File: src/rtl/cp_add_pkg.sv
// Shared types and sizing helpers for the sequential nibble adder.
package cp_add_pkg;

    localparam int SLICE_W = 4;

    typedef enum logic [1:0] {
        IDLE,
        RUN,
        DONE
    } state_e;

    function automatic int beats_of(input int width);
        return width / SLICE_W;
    endfunction

endpackage

File: src/rtl/cp_rca_4b.sv
// 4-bit ripple-carry adder slice.
module cp_rca_4b
    import cp_add_pkg::*;
(
    input  logic [SLICE_W-1:0] a,
    input  logic [SLICE_W-1:0] b,
    input  logic               cin,
    output logic [SLICE_W-1:0] s,
    output logic               cout
);

    logic [SLICE_W:0] c;

    assign c[0] = cin;

    for (genvar i = 0; i < SLICE_W; i++) begin : g_fa
        assign s[i]   = a[i] ^ b[i] ^ c[i];
        assign c[i+1] = (a[i] & b[i]) | (c[i] & (a[i] ^ b[i]));
    end

    assign cout = c[SLICE_W];

endmodule

File: src/rtl/cp_add_seq_ctrl.sv
// WIDTH-bit adder built from one 4-bit slice reused over WIDTH/4 beats, LSB nibble first.
// Define CP_ADD_SEQ_OVF_EN to add the o_ovf signed-overflow output.
module cp_add_seq_ctrl
    import cp_add_pkg::*;
#(
    parameter int WIDTH = 16
) (
    input  logic             i_clk,
    input  logic             i_rst,
    input  logic             i_valid,
    output logic             o_ready,
    input  logic [WIDTH-1:0] i_a,
    input  logic [WIDTH-1:0] i_b,
    input  logic             i_cin,
    output logic             o_valid,
    input  logic             i_ready,
    output logic [WIDTH-1:0] o_s,
    output logic             o_cy,
    output logic             o_busy
`ifdef CP_ADD_SEQ_OVF_EN
   ,output logic             o_ovf
`endif
);

    localparam int BEATS = beats_of(WIDTH);
    localparam int CNT_W = $clog2(BEATS);
    localparam logic [CNT_W-1:0] LAST = CNT_W'(BEATS - 1);

    if ((WIDTH % SLICE_W) != 0 || WIDTH < 8) begin : g_bad_width
        $error("cp_add_seq_ctrl: WIDTH must be a multiple of 4 and at least 8");
    end

    state_e             state, state_nx;
    logic [CNT_W-1:0]   cnt;
    logic               carry;
    logic [WIDTH-1:0]   a_sh, b_sh, result;
    logic [SLICE_W-1:0] sum4;
    logic               cout4;
    logic               accept, beat, last_beat;

    cp_rca_4b u_slice (
        .a    (a_sh[SLICE_W-1:0]),
        .b    (b_sh[SLICE_W-1:0]),
        .cin  (carry),
        .s    (sum4),
        .cout (cout4)
    );

    assign accept    = (state == IDLE) && i_valid;
    assign beat      = (state == RUN);
    assign last_beat = beat && (cnt == LAST);

    always_ff @(posedge i_clk) begin
        if (i_rst) state <= IDLE;
        else       state <= state_nx;
    end

    always_comb begin
        state_nx = state;
        case (state)
            IDLE:    if (i_valid)     state_nx = RUN;
            RUN:     if (cnt == LAST) state_nx = DONE;
            DONE:    if (i_ready)     state_nx = IDLE;
            default:                  state_nx = IDLE;
        endcase
    end

    // Sum nibbles enter from the top so the LSB nibble ends up at the bottom after BEATS shifts.
    always_ff @(posedge i_clk) begin
        if (i_rst) begin
            cnt    <= '0;
            carry  <= 1'b0;
            a_sh   <= '0;
            b_sh   <= '0;
            result <= '0;
        end else if (accept) begin
            cnt    <= '0;
            carry  <= i_cin;
            a_sh   <= i_a;
            b_sh   <= i_b;
        end else if (beat) begin
            cnt    <= cnt + 1'b1;
            carry  <= cout4;
            a_sh   <= a_sh >> SLICE_W;
            b_sh   <= b_sh >> SLICE_W;
            result <= {sum4, result[WIDTH-1:SLICE_W]};
        end
    end

`ifdef CP_ADD_SEQ_OVF_EN
    logic ovf;

    // On the last beat the slice sees the operand sign bits and produces the sum sign bit.
    always_ff @(posedge i_clk) begin
        if (i_rst)          ovf <= 1'b0;
        else if (last_beat) ovf <= (a_sh[SLICE_W-1] == b_sh[SLICE_W-1]) &&
                                   (sum4[SLICE_W-1] != a_sh[SLICE_W-1]);
    end

    assign o_ovf = ovf;
`else
    logic unused_last_beat;
    assign unused_last_beat = last_beat;
`endif

    assign o_ready = (state == IDLE);
    assign o_busy  = (state != IDLE);
    assign o_valid = (state == DONE);
    assign o_s     = result;
    assign o_cy    = carry;

endmodule

File: config.mk
export PLATFORM = sky130hd
export DESIGN_NAME = cp_add_seq_ctrl
export DESIGN_NICKNAME = d
export VERILOG_FILES = /design/src/rtl/cp_add_pkg.sv /design/src/rtl/cp_rca_4b.sv /design/src/rtl/cp_add_seq_ctrl.sv
export SDC_FILE = /design/constraint.sdc
export NUM_CORES = 1
export LEC_CHECK = 0
export CORE_ASPECT_RATIO = 1.25
export CORE_MARGIN = 8
export CORE_UTILIZATION = 43
export CTS_BUF_LIST = sky130_fd_sc_hd__clkbuf_4 sky130_fd_sc_hd__clkbuf_8 sky130_fd_sc_hd__clkbuf_16
export DETAILED_ROUTE_END_ITERATION = 12
export PLACE_DENSITY = 0.76
export SYNTH_ARGS = -nofsm -noshare
export SYNTH_HDL_FRONTEND = slang
export SYNTH_SLANG_ARGS = --single-unit
File: constraint.sdc
create_clock -name i_clk -period 1.85 [get_ports i_clk]
set_input_delay 0.2775 -clock i_clk [delete_from_list [all_inputs] [get_ports i_clk]]
set_output_delay 0.2775 -clock i_clk [all_outputs]
set_load 0.005 [all_outputs]
==> reports/results.tsv <==
stage	metric	value	unit
critical_path	crit_type	reg -> reg	
finish	syn_to_final_growth	33.1	%
status	status	complete, but fails checks	
timing	rsz0062_at_grt	true	
clocking	post_cts_buffers	0	
pwr	p_switching	0.000591	W
global_route	first_global_vias	1844	
routing	viasPerCell	5.13	
logic_synthesis	synth.most_common_cell	dfxtp_1	
logic_synthesis	synth_flop_cell	dfxtp_1	
routing	drc_errors	0	
status	violations	setup timing	
critical_path	critPathSlowestCell	fa_1	
clocking	root_buffer	clkbuf_8	
routing	ant_nets	0	
critical_path	start_kind	flip-flop	
timing	drv_slew	0	
global_route	grt_use_total	13.7	%
logic_synthesis	syn_inst	246	
clocking	path_clk_slew	0.09	ns
place	numPortBuffers	56	
logic_synthesis	seq_area_frac_synth	47.9	%
pwr	internal_power	0.00177	W
routing	firstDrtPassIters	4	
die	die_x	80.2	µm
logic_synthesis	ys_ff_latch	53	
worst_hold_path	hold_path_class	in -> reg	
critical_path	cp.arrival	2.26	ns
critical_path	slowest_delay	0.41	ns
pwr	ir_worst_vdd	0.557	mV
pwr	combPwrFrac	18.3	%
die	core	5010	µm²
logic_synthesis	yosysTopAreaCell	dfxtp_1	
logic_synthesis	yosysWarnings	0	
critical_path	crit_path_max_fanout	2	
clocking	cts_buffer_depth	2	
pwr	power.total	0.00236	W
pwr	powerDensity	802	nW/µm²
logic_synthesis	synthesis.area	2210	µm²
die	ioPinCount	57	
clocking	cts_sinks	53	
finish	drive_above_1_share	12.6	%
logic_synthesis	netlist-cell-type-count	25	
place	gp_congestion	0.736	
timing	finalSetupViolations	2	
finish	nNetsFinal	342	
place	hpwl	3.78	mm
global_route	antenna_found_initial	0	
die	dieArea	7720	µm²
pwr	power.leakage	1.09	nW
logic_synthesis	async_flop_share	0	%
routing	drt-total-wl	5.18	mm
routing	vias	1862	
timing	hold_viol_final	0	
routing	drtIter0Drc	95	
clocking	ctsHtreeMaxLevel	2	
logic_synthesis	synth_top_area_share	47.9	%
logic_synthesis	ys_top_cells_by_count	dfxtp_1 (53), a21oi_1 (47), nand2_1 (36), inv_1 (33), o221a_1 (21)	
logic_synthesis	synth_edf_count	0	
timing	fin_ws	-0.199	ns
critical_path	worst_setup_path_end_kind	flip-flop	
timing	min_period	2.05	ns
die	row_count	29	
clocking	clk_latency	0.29	ns
clocking	cts_tree	built	
pwr	clkPwrFrac	27.7	%
global_route	overflow	0	
critical_path	required	2.06	ns
finish	multi_input_area	932	µm²
finish	fillers	481	
timing	fmax	488	MHz
pwr	swShare	25.0	%
critical_path	cp_cell_sequence	fa_2, inv_2, fa_2, inv_2, fa_2, inv_2, fa_1, a211oi_2	
logic_synthesis	ys_top_cells_by_area	dfxtp_1 (48%), o221a_1 (11%), a21oi_1 (11%)	
die	die_h	96.2	µm
logic_synthesis	synth.avg_cell_area	9.00	µm²
die	initial_core_util	44.2	%
timing	skew	0.00536	ns
global_route	grt_pass1_wl	8.47	mm
flow_run	drv_cap	0	
place	pre_cts_ws	-0.226	ns
routing	post_drt_wl_per_cell	14.3	µm
finish	fin_util	58.9	%
finish	antennaDiodeCount	0	
timing	fin_crit_sh	111	%
timing	maxSlewHeadroom	71.1	%
global_route	grt_max_degree	28	
clocking	cts_hold_buffers	0	
clocking	cts_buffers	5	
finish	seq_area	1070	µm²
logic_synthesis	syn-num-nets	288	
timing	worstMarginPinSlew	0.433	ns
pwr	sequentialPowerShare	54.0	%
==> cells by family after synthesis <==
family,Yosys count,synth area share (%)
AO/OA/AOI/OAI,76,24.7
adder cells (fa/ha/maj),5,4.18
XOR/XNOR,1,0.396
flip-flops,53,47.9
multiplexers,1,0.452
AND/OR/NAND/NOR,58,11.5
buffers and inverters,52,10.9
==> critical path, delay by kind of cell, from the launching register on <==
kind	cells	cell delay [ns]
AOI/OAI and AO/OA	1	0.18
adders and majority gates	4	1.30
buffers and inverters	3	0.16
DFF	1	0.34
==> what timing repair did <==
item                                    4_1_cts  5_1_grt
resized for setup                             1        3
pin swaps                                     2        2
endpoints found under the setup margin        2        3
==> state kept, by name (all words and copies together) (netlist names) <==
| register | flops |
|---|---|
| b_sh | 16 |
| o_s | 16 |
| cnt | 2 |
| a_sh | 16 |
| o_cy | 1 |
| state | 2 |
==> layout make-up <==
| class | count | share of cell area, % |
|---|---|---|
| Inverter | 33 | 4.20 |
| Timing Repair Buffer | 66 | 22.2 |
| Multi-Input combinational cell | 141 | 31.6 |
| Tap cell | 62 | 2.63 |
| Clock buffer | 8 | 3.10 |
| Sequential cell | 53 | 36.2 |
==> power groups by stage <==
stage	Combinational, W	Sequential, W	Clock [W]
global placement	0.000424	0.00130	0
global route	0.000481	0.00129	0.000729
detailed placement	0.000432	0.00130	0
CTS	0.000434	0.00128	0.000670
finish	0.000434	0.00128	0.000655
floorplan	0.000249	0.00129	0
==> worst paths after layout <==
kind | from | endpoint | slack (ns) | depth (start not counted)
max | b_sh[0]$_SDFFE_PP0P_ | o_s[15]$_SDFFE_PP0P_ | -0.20 | 8
min | i_rst | o_s[0]$_SDFFE_PP0P_ | 0.42 | 2
max reg2reg | b_sh[0]$_SDFFE_PP0P_ | o_s[15]$_SDFFE_PP0P_ | -0.20 | 8
min reg2reg | o_s[0]$_SDFFE_PP0P_ | o_s[0]$_SDFFE_PP0P_ | 0.46 | 2
==> metal layers <==
layer | share of wire [%] | routed length, µm | up-vias | track usage, %
li1 | - | - | 940 | -
met1 | 45 | 2310 | 873 | 16.1
met2 | 49 | 2550 | 45 | 23.7
met3 | 5.0 | 261 | 4 | 4.30
met4 | 0.99 | 51 | 0 | 3.04
met5 | 0 | 0 | - | 0
==> placed cells by master, fill, tap and decap left out, types with 2 or more instances in the layout <==
| master | count |
|---|---|
| clkdlybuf4s50_1 | 55 |
| dfxtp_1 | 48 |
| a21oi_1 | 47 |
| nand2_1 | 36 |
| inv_1 | 30 |
| o221a_1 | 21 |
| nand3_1 | 8 |
| buf_4 | 8 |
| nor2_1 | 6 |
| dfxtp_2 | 5 |
| clkbuf_8 | 5 |
| o221a_2 | 4 |
| inv_2 | 3 |
| fa_2 | 3 |
| clkbuf_4 | 3 |
| nor3_1 | 2 |
| buf_12 | 2 |
==> through the flow <==
| step | std cells | hold slack [ns] | TNS, ns | instance area, µm² |
|---|---|---|---|---|
| after global placement | 355 | 0.441 | -0.209 | 2850 |
| final | 363 | 0.423 | -0.280 | 2950 |
| after detailed placement | 355 | 0.447 | -0.324 | 2850 |
| after CTS | 363 | 0.409 | -0.352 | 2940 |
| after global routing | 363 | 0.427 | -0.410 | 2950 |
| after floorplan | 246 | 0.414 | -0.168 | 2230 |
Note: power is estimated with default switching activity, not from simulation.
